## config.mk

```make
export PLATFORM = sky130hd
export DESIGN_NAME = yuepu_player
export DESIGN_NICKNAME = d
export VERILOG_FILES = /design/src/rtl/yuepu_player.sv
export SDC_FILE = /design/constraint.sdc
export NUM_CORES = 1
export LEC_CHECK = 0
export ABC_AREA = 1
export CORE_AREA = 2 2 98 100
export DETAILED_ROUTE_END_ITERATION = 10
export DIE_AREA = 0 0 100 102
export SYNTH_ARGS = -nofsm -noshare
export SYNTH_HDL_FRONTEND = slang
export SYNTH_SLANG_ARGS = --single-unit
```

## constraint.sdc

```tcl
create_clock -name clk -period 2.5 [get_ports clk]
set_clock_uncertainty 0.15 [all_clocks]
set_input_delay 0.25 -clock clk [delete_from_list [all_inputs] [get_ports clk]]
set_output_delay 0.25 -clock clk [all_outputs]
set_load 0.02 [all_outputs]
```

## src/rtl/yuepu_player.sv

```systemverilog
// Song sequencer: plays a fixed 16-entry note table as one-hot key codes, with a silent gap after each note.
// Latency: start/stop take effect one cycle after sampling, and all outputs are registered; there is no backpressure.
module yuepu_player #(
    parameter int BEAT_DIV   = 25_000_000,
    parameter int GAP_CYCLES = 2_500_000
) (
    input  logic       clk,
    input  logic       rst,
    input  logic       start,
    input  logic       stop,
    input  logic       loop_en,
    output logic [6:0] key,
    output logic [2:0] note_num,
    output logic [3:0] idx,
    output logic       busy,
    output logic       done
);

    localparam int DUR_MAX = 4 * BEAT_DIV - 1;
    localparam int CNT_MAX = (DUR_MAX > GAP_CYCLES - 1) ? DUR_MAX : GAP_CYCLES - 1;
    localparam int CW      = $clog2(CNT_MAX + 1);

    typedef enum logic [1:0] {IDLE, SOUND, GAP} state_t;

    state_t        state, state_n;
    logic [CW-1:0] cnt, cnt_n;
    logic [6:0]    key_n;
    logic [2:0]    note_n;
    logic [3:0]    idx_n;
    logic          busy_n, done_n;
    logic          ld;
    logic [5:0]    ld_entry;
    logic [5:0]    entry_nxt, entry0;

    // Entry layout {end, beats_m1[1:0], note[2:0]}; entry 14 is a one-beat rest.
    function automatic logic [5:0] song(input logic [3:0] i);
        case (i)
            4'd0:    song = 6'b0_00_001;
            4'd1:    song = 6'b0_00_001;
            4'd2:    song = 6'b0_00_101;
            4'd3:    song = 6'b0_00_101;
            4'd4:    song = 6'b0_00_110;
            4'd5:    song = 6'b0_00_110;
            4'd6:    song = 6'b0_01_101;
            4'd7:    song = 6'b0_00_100;
            4'd8:    song = 6'b0_00_100;
            4'd9:    song = 6'b0_00_011;
            4'd10:   song = 6'b0_00_011;
            4'd11:   song = 6'b0_00_010;
            4'd12:   song = 6'b0_00_010;
            4'd13:   song = 6'b0_01_001;
            4'd14:   song = 6'b0_00_000;
            default: song = 6'b1_00_000;
        endcase
    endfunction

    function automatic logic [6:0] onehot(input logic [2:0] n);
        onehot = (n == 3'd0) ? 7'd0 : (7'd1 << (n - 3'd1));
    endfunction

    function automatic logic [CW-1:0] dur_tc(input logic [1:0] bm1);
        dur_tc = CW'((int'(bm1) + 1) * BEAT_DIV - 1);
    endfunction

    assign entry_nxt = song(idx + 4'd1);
    assign entry0    = song(4'd0);

    always_comb begin
        state_n  = state;
        cnt_n    = cnt;
        idx_n    = idx;
        key_n    = key;
        note_n   = note_num;
        busy_n   = busy;
        done_n   = 1'b0;
        ld       = 1'b0;
        ld_entry = entry0;

        if (stop) begin
            state_n = IDLE;
            cnt_n   = '0;
            idx_n   = 4'd0;
            key_n   = 7'd0;
            note_n  = 3'd0;
            busy_n  = 1'b0;
        end else begin
            case (state)
                IDLE: begin
                    if (start) begin
                        ld    = 1'b1;
                        idx_n = 4'd0;
                    end
                end
                SOUND: begin
                    if (cnt == '0) begin
                        state_n = GAP;
                        cnt_n   = CW'(GAP_CYCLES - 1);
                        key_n   = 7'd0;
                        note_n  = 3'd0;
                    end else begin
                        cnt_n = cnt - 1'b1;
                    end
                end
                GAP: begin
                    if (cnt != '0) begin
                        cnt_n = cnt - 1'b1;
                    end else if (!entry_nxt[5]) begin
                        ld       = 1'b1;
                        ld_entry = entry_nxt;
                        idx_n    = idx + 4'd1;
                    end else begin
                        done_n = 1'b1;
                        idx_n  = 4'd0;
                        if (loop_en) begin
                            ld = 1'b1;
                        end else begin
                            state_n = IDLE;
                            cnt_n   = '0;
                            busy_n  = 1'b0;
                        end
                    end
                end
                default: state_n = IDLE;
            endcase

            if (ld) begin
                state_n = SOUND;
                cnt_n   = dur_tc(ld_entry[4:3]);
                key_n   = onehot(ld_entry[2:0]);
                note_n  = ld_entry[2:0];
                busy_n  = 1'b1;
            end
        end
    end

    always_ff @(posedge clk) begin
        if (rst) begin
            state    <= IDLE;
            cnt      <= '0;
            idx      <= 4'd0;
            key      <= 7'd0;
            note_num <= 3'd0;
            busy     <= 1'b0;
            done     <= 1'b0;
        end else begin
            state    <= state_n;
            cnt      <= cnt_n;
            idx      <= idx_n;
            key      <= key_n;
            note_num <= note_n;
            busy     <= busy_n;
            done     <= done_n;
        end
    end

endmodule
```

### Word-level counts from Yosys, hierarchy flattened

Memories as Yosys holds them, arrays and structs flattened.
Index checks and enable logic that the tools add are counted.

* bits in registers: 45
* memory bits (read-only): 80
* bits of input ports: 5
* output and inout port bits: 16
* memories: 1

* add/subtract/negate cells: 5
* $mul: 1
* equal/unequal tests: 16
* shift-type cells: 1
* mux-type cells: 39
* bitwise operators: 2
* reduce and logical (&&, ||, !) cells: 19

Memory list
* (no name shown): words 16, width 5, read ports 1, clocked after Yosys merged registers in 0, wr ports 0, RTL line 37 `case (i)`

Operator list (number)
* 27-bit two-way mux: 5
* 27-bit case mux with 2 select lines: 1
* 27-bit by 1-bit subtractor with 27-bit output, second input constant: 2
* 7-bit two-way mux: 4
* 27-bit logical NOT: 1
* 27-bit nonzero test: 1
* 3-bit by 19-bit multiplier with 21-bit output, second input constant: 1
* 5-bit two-way mux: 4
* 1-bit two-way mux: 12
* 4-bit two-way mux: 3
* 2-bit inequality test, second input constant: 6
* 3-bit inequality test, second input constant: 4
* 5-bit AND reduction: 2
* 2-bit nonzero test: 5
* 3-bit two-way mux: 3
* 2-bit two-way mux: 4
* 4-bit inequality test, second input constant: 2
* 4-bit case mux with 2 select lines: 1
* 1-bit by 3-bit << shifter with 7-bit output, first input constant: 1
* 2-bit case mux with 3 select lines: 1
* 3-bit AND reduction: 2
* 4-bit by 1-bit adder with 4-bit output, second input constant: 1
* 2-bit by 1-bit inequality test with 1-bit output, second input constant: 2
* 4-bit AND reduction: 1
* other kinds (13): 14

### Longest topological paths before layout

Gate-level depths: netlist of the first run.
An unclocked memory read counts as a cell.

* word-level depth: 10
* depth in mapped cells: 16

### Worst setup path after synthesis of the first run

OpenSTA, ideal clock, no wires.

* path type: flip-flop to flip-flop
* from: register idx[1]
* to: register key[3]
* library setup time: 70 ps
* arrival time: 2099 ps
* required time: 2280 ps
* setup slack: 181 ps
* stages on the path, launching flop included: 16
* period minus slack after synthesis: 2319 ps
* cell sequence: dfxtp_1 -> ha_1 -> inv_1 -> nand2_1 -> nand2_1 -> nor2_1 -> nand2_2 -> inv_1 -> nor2_1 -> nand2_1 -> a21oi_1 -> ha_1 -> inv_1 -> nor2_1 -> nand3_1 -> a21oi_1

* word-level cells in the longest chain between the ends: 10

Ends and longest elaborated chain
* start, declared: RTL line 14 `output logic [3:0] idx,`
* start signal, assigned: RTL line 148 `idx <= idx_n;`
* 4-bit by 1-bit adder with 4-bit output (*): RTL line 65 `assign entry_nxt = song(idx + 4'd1);`
* memory read 16 x 5 bit (*)
* 5-bit two-way mux: RTL line 107 `end else if (!entry_nxt[5]) begin`
* 5-bit two-way mux: RTL line 105 `if (cnt != '0) begin`
* 5-bit two-way mux: RTL line 87 `case (state)`
* 5-bit two-way mux: RTL line 79 `if (stop) begin`
* 3-bit by 1-bit subtractor with 3-bit output: RTL line 58 `onehot = (n == 3'd0) ? 7'd0 : (7'd1 << (n - 3'd1));`
* 1-bit by 3-bit << shifter with 7-bit output: RTL line 58
* 7-bit two-way mux: RTL line 58
* 7-bit two-way mux: RTL line 126 `if (ld) begin`
* end signal, assigned: RTL line 149 `key <= key_n;`
* end, declared: RTL line 12 `output logic [6:0] key,`

Mark *: on every way between the ends. The rest lies on a longest branch, timed or not. The select of a mux whose other input is x is not followed.
A chain may end at the register's enable or synchronous reset.

### Final worst setup path of the first run

* from: register cnt[6]
* to: register key[4]

* word-level cells in the longest chain between the ends: 8

Ends and longest elaborated chain
* start, declared: RTL line 26 `logic [CW-1:0] cnt, cnt_n;`
* start signal, assigned: RTL line 147 `cnt <= cnt_n;`
* 27-bit nonzero test: RTL line 105
* 5-bit two-way mux: RTL line 105
* 5-bit two-way mux: RTL line 87
* 5-bit two-way mux: RTL line 79
* 3-bit by 1-bit subtractor with 3-bit output: RTL line 58
* 1-bit by 3-bit << shifter with 7-bit output: RTL line 58
* 7-bit two-way mux: RTL line 58
* 7-bit two-way mux: RTL line 126

Parallel ways exist; a longest one is shown, timed or not. The select of a mux whose other input is x is not followed.

==> results of run 1 <==
[how the worst min path moves through the flow]
| stage | startpoint | to | slack [ns] | depth (start not counted) |
|---|---|---|---|---|
| 6_report | busy | busy | 0.32 | 2 |
| 5_1_grt | busy | busy | 0.35 | 2 |
| 4_1_cts | busy | busy | 0.33 | 2 |
| 3_5_place_dp | busy | busy | 0.31 | 2 |
| 3_3_place_gp | busy | busy | 0.30 | 2 |
| 2_1_floorplan | stop | cnt[23] | 0.32 | 3 |
[routing by layer]
metal	GRT usage	wire, µm	vias to the layer above	part of all wire
met5	0	0	-	0
met4	0.0569	153	0	0.017
met3	0.0274	339	13	0.038
met2	0.305	3980	70	0.45
met1	0.234	4360	1536	0.49
li1	-	-	1713	-
[state kept, by name (all words and copies together), names as in the netlist]
signal,flops
note_num,3
cnt,27
state,2
key,7
busy,1
done,1
idx,4
[cells in the final DEF (no fill, tap or decap)]
cell type | synthesis | final
xnor2_1 | 2 | 2
dfxtp_2 | 0 | 2
o211ai_1 | 1 | 1
clkbuf_1 | 5 | 1
o311ai_1 | 0 | 1
nor2_8 | 1 | 1
o31ai_1 | 1 | 1
a211oi_1 | 1 | 1
nor2_1 | 125 | 119
inv_1 | 61 | 59
nor2_2 | 4 | 9
clkbuf_8 | 0 | 6
and2_1 | 1 | 1
xor2_1 | 16 | 16
dfxtp_4 | 0 | 1
ha_4 | 0 | 1
inv_2 | 0 | 2
ha_1 | 8 | 7
nor2_4 | 3 | 4
o21ai_2 | 1 | 1
buf_4 | 3 | 23
nand4_1 | 6 | 6
nand2_2 | 7 | 9
buf_12 | 0 | 1
nor3_1 | 1 | 1
nor4_1 | 1 | 1
nand2_4 | 2 | 2
nand3b_1 | 1 | 1
o21ai_0 | 16 | 16
clkdlybuf4s50_1 | 0 | 20
dfxtp_1 | 45 | 42
a21oi_2 | 1 | 2
nand3_1 | 47 | 45
nand2_1 | 136 | 134
nand3_2 | 0 | 2
a21boi_0 | 1 | 1
a21oi_1 | 24 | 23
[report_power, final]
group	internal [mW]	switching [mW]
Combinational	0.208	0.374
Clock	0.220	0.258
Sequential	0.745	0.0333
Total	1.17	0.665
[synth_stat cells, types with 3 or more instances]
master / instances
clkbuf_1: 5
buf_4: 3
buf_6: 4
nor2_1: 125
a21oi_1: 24
nand4_1: 6
inv_1: 61
ha_1: 8
nand2_2: 7
dfxtp_1: 45
nor2_4: 3
o21ai_0: 16
nand2_1: 136
xor2_1: 16
nand3_1: 47
nor2_2: 4
[cells by family (layout without fill, tap and decap cells)]
kind of cell,count (synthesis),count (layout),share of synthesized area
adders and majority gates,8,8,0.0317
AOI/OAI and AO/OA,47,47,0.0812
buffers and inverters,74,112,0.101
xor gates and xnor gates,18,18,0.0499
and+or+nand+nor,335,335,0.450
DFF,45,45,0.285
[critical path, cell delays in order (launching register included)]
cell     delay [ns]
dfxtp_1        0.34
nor2_1         0.19
nand3_2        0.14
nor2_2         0.14
nand3_2        0.11
buf_4          0.15
nor2_1         0.10
nand2_1        0.09
a21oi_2        0.12
ha_1           0.26
inv_1          0.08
nand4_1        0.10
nor2_1         0.12
nor2_1         0.05
nor2_1         0.11
[through the flow]
| stage | hold slack, ns | area, µm² | setup TNS [ns] | utilization |
|---|---|---|---|---|
| final | 0.322 | 3740 | 0 | 0.411 |
| after floorplan | 0.318 | 3160 | 0 | - |
| after CTS | 0.325 | 3650 | 0 | 0.400 |
| after global routing | 0.353 | 3740 | -0.0737 | 0.411 |
| after detailed placement | 0.310 | 3560 | -0.0987 | 0.391 |
| after global placement | 0.303 | 3560 | 0 | 0.391 |
[repair_timing]
item | in CTS | in global routing
resized for setup | 1 | 20
endpoints found under the hold margin | 0 | 0
pin swaps | 0 | 7
endpoints found under the setup margin | 7 | 19
buffers inserted | 0 | 5
[cell type report]
cell class / instances / area [µm²] / share of cell area
inverters: 61 / 229 / 0.0612
flip-flops and latches: 45 / 907 / 0.242
well taps: 111 / 139 / 0.0371
multi-input cells: 408 / 1990 / 0.531
clock buffers: 7 / 86.3 / 0.0231
repair buffers: 44 / 393 / 0.105
==> impl_metrics.tcl, run 1 <==
set metrics [dict create \
    outcome "complete, no violations" \
    cts_tree "done" \
    cap_violations 0 \
    reg2reg_from "cnt[6]" \
    hold_class "reg -> reg" \
    fillCellCount 980 \
    cp.required_ns 2.58 \
    arrival_ns 2.40 \
    grt_pass1_wl_um 14700 \
    synth_nets 540 \
    antenna_found_initial 0 \
    reg2reg_depth 14 \
    cts_sinks 45 \
    grt-ovfl-total 0 \
    relSlewSlack 0.172 \
    pre_cts_slack_ns -0.0816 \
    synth_area_leader_cell "dfxtp_1" \
    synth_area_leaders "dfxtp_1 (29%), nand2_1 (16%), nor2_1 (15%)" \
    syn_inst 527 \
    worstSkewPairLatency_ns 0.30 \
    yosysSeqAreaShare 0.285 \
    start_util 0.347 \
    floorplan.die.height_um 102 \
    routabilityCongestion 0.930 \
    clockBufferDepth 2 \
    crit_fanout 3 \
    finalCriticalPeriod_ns 2.32 \
    core_mm2 0.00911 \
    synth_top_area_share 0.285 \
    hpwl_um 6560 \
    clk_pin_slew_ns 0.09 \
    critical_path.startpoint_type "register" \
    rsz0062_at_grt "true" \
    n_antenna_cell 0 \
    final_cell_count_no_fill 676 \
    crit_path_end "key[4]" \
    synth-seq-cells 45 \
    leakagePower_nw 1.78 \
    die_x_um 100 \
    routed_wl_um 8830 \
    io_pins 21 \
    tightest_slew_ns 1.23 \
    critPathKind "reg -> reg" \
    synth_edf_count 0 \
    nNetsFinal 578 \
    setup_viol 0 \
    htreeDepth 2 \
    drt_iter0_markers 149 \
    reg2reg_slack_ns 0.18 \
    fin_ws_ns 0.184 \
    drive_gt1_frac 0.117 \
    drc_errors 0 \
    synth_flop_cell "dfxtp_1" \
    max_freq_ghz 0.432 \
    p_total_mw 1.84 \
    power_per_cell_area_mw_per_mm2 491 \
    yosysWarnings 0 \
    dr.pass1.iters 5 \
    placedCellCount 664 \
    async_flop_share 0 \
    avgViaCountPerCell 4.93 \
    avgSynthCellArea_um2 5.99 \
    vias 3332 \
    netlist-cell-type-count 31 \
    postCtsHoldBufs 0 \
    die_area_mm2 0.0102 \
    cts_buffers 5 \
    end_kind "register" \
    synthToLayoutAreaGrowth_pct 18.5 \
    syn_area_mm2 0.00316 \
    grt_pass1_vias 3219 \
    root_buffer "clkbuf_8" \
    ir_worst_vdd_mv 0.211 \
    regToRegEndpoint "key[4]" \
    port-buffer-count 20 \
    maxSlewViolCount 0 \
    grt_max_degree 32 \
    startpoint "cnt[6]" \
    finalCritPeriodShare 0.927 \
    wl_per_cell_um 13.1 \
    grt_util_all_layers 0.179 \
    hold_viol_final 0 \
    rows 35 \
    final_antenna_net_count 0 \
]
No activity file was read; power rests on OpenSTA's default activity.
==> run 2: changes to the inputs <==
CORE_AREA = 2 2 106 108   (was 2 2 98 100)
DIE_AREA = 0 0 108 110   (was 0 0 100 102)
==> impl_metrics.tcl, run 2 (synthesis gave the netlist of run 1 again) <==
set metrics [dict create \
    critPathKind "reg -> reg" \
    cap_violations 0 \
    routabilityCongestion 0.940 \
    htreeDepth 2 \
    final.setup.tns_ns 0 \
    drt_iter0_markers 162 \
    floorplan.die.height_um 110 \
    finalCritPeriodShare 0.932 \
    die_area_mm2 0.0119 \
    grt_pass1_vias 3087 \
    max_freq_ghz 0.429 \
    die_x_um 108 \
    power_per_cell_area_mw_per_mm2 486 \
    fillCellCount 1187 \
    tightest_slew_ns 1.05 \
    setup_viol 0 \
    largest_register "cnt" \
    rows 38 \
    antenna_found_initial 0 \
    critical_path.startpoint_type "register" \
    cp.required_ns 2.56 \
    grt_util_all_layers 0.158 \
    clk_pin_slew_ns 0.09 \
    vias 3292 \
    hold_class "reg -> reg" \
    p_total_mw 1.82 \
    final_antenna_net_count 0 \
    routed_wl_um 8880 \
    nNetsFinal 573 \
    crit_fanout 11 \
    hpwl_um 6570 \
    postCtsHoldBufs 0 \
    grt_max_degree 32 \
    finalCriticalPeriod_ns 2.33 \
    drive_gt1_frac 0.118 \
    top_layer_used "met4" \
    wl_met3_um 437 \
    start_util 0.295 \
    leakagePower_nw 1.76 \
    ir_worst_vdd_mv 0.201 \
    grt-ovfl-total 0 \
    maxSlewViolCount 0 \
    final_cell_mix "nand2_1 (135), nor2_1 (115), inv_1 (58)" \
    port-buffer-count 20 \
    wl_per_cell_um 12.7 \
    utilization 0.350 \
    relSlewSlack 0.295 \
    core_mm2 0.0107 \
    clockBufferDepth 2 \
    drt-met1-wl_um 4250 \
    avgViaCountPerCell 4.70 \
    worstSkewPairLatency_ns 0.32 \
    cts_sinks 45 \
    layout_commonest_cell "nand2_1" \
    reg.largest.list "cnt (27), key (7), idx (4)" \
    cts_tree "done" \
    end_kind "register" \
    arrival_ns 2.39 \
    dr.pass1.iters 7 \
    outcome "complete, no violations" \
    io_pins 21 \
    drc_errors 0 \
    synthToLayoutAreaGrowth_pct 18.5 \
    hold_viol_final 0 \
    cts_buffers 5 \
    largest_register_ffs 27 \
    holdWs_ns 0.321 \
    n_antenna_cell 0 \
    root_buffer "clkbuf_8" \
    grt_pass1_wl_um 14800 \
    dr_wl_met2_um 4090 \
]
run 2: cell types whose count changed in the layout (fill, tap and decap cells not counted), sizes merged:
cell / before / now
buf: 24 / 19
clkbuf: 7 / 5
clkinv: 0 / 2
clkinvlp: 0 / 1
run 2: worst max-delay path, cell delays in order, from the launching register on:
cell,delay (ns)
dfxtp_1,0.39
ha_1,0.18
inv_1,0.04
nand2_1,0.07
nand2_1,0.09
nor2_1,0.12
nand2_2,0.11
buf_4,0.17
nand2_2,0.06
nand2_2,0.06
nand2_4,0.13
nand2_1,0.32
a21oi_1,0.26
nor2_1,0.07
run 2: through the flow:
step / cell area, µm² / setup slack [ns] / instances
floorplan: 3160 / 0.181 / 527
global placement: 3580 / 0.0567 / 690
detailed placement: 3580 / 0.0115 / 690
CTS: 3660 / 0.0727 / 698
global route: 3740 / -0.0177 / 701
finish: 3740 / 0.170 / 701
run 2: path summary, 6_finish.rpt:
path / from / endpoint / slack (ns) / cells after the start
worst max-delay path: idx[0] / cnt[11] / 0.17 / 13
worst min-delay path: busy / busy / 0.32 / 2
worst max register to register: idx[0] / cnt[11] / 0.17 / 13
worst min register to register: busy / busy / 0.32 / 2
run 2: per-layer routing:
metal | vias up | track usage
met1 | 1488 | 0.211
met3 | 7 | 0.0323
met4 | 0 | 0.0440
met5 | - | 0
li1 | 1710 | -
met2 | 87 | 0.261
run 2: final cells by class:
class | instances | area, µm² | area share
sequential | 45 | 905 | 0.242
tap | 140 | 175 | 0.0468
multi-input combinational | 408 | 1990 | 0.532
inverter | 61 | 229 | 0.0612
clock inverter | 3 | 17.5 | 0.00468
clock buffer | 5 | 68.8 | 0.0184
timing repair buffer | 39 | 355 | 0.0949
run 2: power by group:
part           switching [mW]  internal (mW)
registers              0.0344          0.746
clock network           0.275          0.193
logic                   0.369          0.202
run 2: timing repair:
action | in CTS | in global routing
endpoints found under the setup margin | 5 | 18
cloned | 0 | 0
setup buffers | 0 | 3
resized for setup | 1 | 22
pin swaps | 0 | 2
==> run 3: changes to the inputs <==
CORE_AREA = 2 2 92 94   (was 2 2 106 108)
DIE_AREA = 0 0 94 96   (was 0 0 108 110)
==> impl_metrics.tcl, run 3 (synthesis gave the netlist of run 1 again) <==
set metrics [dict create \
    multiInputGateArea_mm2 0.00199 \
    cp.buffers_inverters 2 \
    ir_worst_vdd_mv 0.202 \
    routabilityCongestion 0.939 \
    utilization 0.463 \
    grt_max_degree 32 \
    end_kind "register" \
    nNetsFinal 574 \
    reg2reg_from "cnt[10]" \
    largest_register_ffs 27 \
    hold_class "reg -> reg" \
    htreeDepth 2 \
    setup_viol 0 \
    hp-start "busy" \
    ff_latch_area_um2 910 \
    hpwl_um 6410 \
    maxSlewViolCount 0 \
    grt_pass1_vias 3046 \
    die_area_mm2 0.00902 \
    arrival_ns 2.38 \
    avgViaCountPerCell 4.92 \
    cap_violations 0 \
    vias 3282 \
    grt-ovfl-total 0 \
    cts_buffers 5 \
    routed_wl_um 8510 \
    placedCellCount 658 \
    power_per_cell_area_mw_per_mm2 500 \
    antenna_found_initial 0 \
    reg.largest.list "cnt (27), key (7), idx (4)" \
    grt_pass1_wl_um 14100 \
    layout_commonest_cell "nand2_1" \
    final_cell_count_no_fill 667 \
    hold_viol_final 0 \
    leakagePower_nw 1.78 \
    synthToLayoutAreaGrowth_pct 17.9 \
    root_buffer "clkbuf_8" \
    p_total_mw 1.86 \
    holdWs_ns 0.320 \
    drt_iter0_markers 114 \
    cpLargestDelayFamily "simple AND/OR/NAND/NOR gates" \
    finalCritPeriodShare 0.916 \
    n_antenna_cell 0 \
    rows 33 \
    relSlewSlack 0.223 \
    crit_fanout 4 \
    die_x_um 94 \
    crit_chain "nor2_1 -> nand2_2 -> nor2_1 -> nand3_1 -> buf_4 -> nor2_1 -> nand2_1 -> a21oi_2 -> ha_1 -> inv_2 -> nand4_1 -> nor2_1 -> nor2_1 -> nor2_1" \
    drive_gt1_frac 0.117 \
    max_stage_delay_ns 0.37 \
    core_mm2 0.00805 \
    worstSkewPairLatency_ns 0.30 \
    clockBufferDepth 2 \
    critical_path.startpoint_type "register" \
    final_antenna_net_count 0 \
    cts_tree "done" \
    floorplan.die.height_um 96 \
    start_util 0.392 \
    cp_slowest_cell "dfxtp_1" \
    dr.pass1.iters 4 \
    finalCriticalPeriod_ns 2.29 \
    crit_top_cell "nor2_1" \
    postCtsHoldBufs 0 \
    io_pins 21 \
    port-buffer-count 20 \
    startpoint "cnt[10]" \
    final_cell_mix "nand2_1 (135), nor2_1 (118), inv_1 (57)" \
    outcome "complete, no violations" \
    cp.required_ns 2.59 \
    cts_sinks 45 \
    wl_per_cell_um 12.8 \
    drc_errors 0 \
    grt_util_all_layers 0.197 \
    critPathKind "reg -> reg" \
    largest_register "cnt" \
    fillCellCount 882 \
    clk_pin_slew_ns 0.09 \
    tightest_slew_ns 1.16 \
    max_freq_ghz 0.437 \
]
[run 3: changes by cell type in the layout (fill, tap and decap cells not counted), moves of 2 or more]
| cell | change |
|---|---|
| dfxtp_2 | -2 |
| clkbuf_8 | +2 |
| dfxtp_4 | +2 |
| nor2_2 | -3 |
| nor2_1 | +3 |
[run 3: final timing paths]
path	to	slack, ns	cells after the start
hold reg to reg	busy	0.32	2
setup reg to reg	key[4]	0.21	14
hold / removal	busy	0.32	2
setup / recovery	key[4]	0.21	14
[run 3: layout make-up]
cell class | count | area share
Timing Repair Buffer | 40 | 0.0974
Multi-Input combinational cell | 408 | 0.534
Clock inverter | 1 | 0.00134
Tap cell | 105 | 0.0353
Clock buffer | 7 | 0.0259
Sequential cell | 45 | 0.244
Inverter | 61 | 0.0615
[run 3: repair_timing]
action / 4_1_cts / 5_1_grt
resized for setup: 1 / 22
cloned: 0 / 0
buffers inserted: 0 / 1
pin swaps: 0 / 1
setup endpoints to repair: 7 / 29
[run 3: tightest hold or removal path, cell delays in order, from the launching register on]
cell     delay [ns]
dfxtp_1        0.32
nand2_1        0.06
a21oi_1        0.05
[run 3: report_power, final]
group          leakage (nW)  switching, mW  internal, mW
logic                  1.35          0.362         0.206
clock network        0.0542          0.266         0.251
registers             0.369         0.0343         0.745
[run 3: metal layers]
metal | up-vias | global-route usage | wire length [µm]
met3 | 13 | 0.0321 | 338
met4 | 0 | 0.0423 | 108
met5 | - | 0 | 0
met1 | 1493 | 0.260 | 4040
met2 | 66 | 0.339 | 4030
li1 | 1710 | - | -
[run 3: through the flow]
stage,TNS [ns],worst slack (ns),instance area [µm²]
global route,-0.00108,-0.00108,3720
finish,0,0.211,3720
CTS,0,0.0772,3660
floorplan,0,0.181,3160
detailed placement,-0.139,-0.0519,3560
global placement,-0.00526,-0.00526,3560
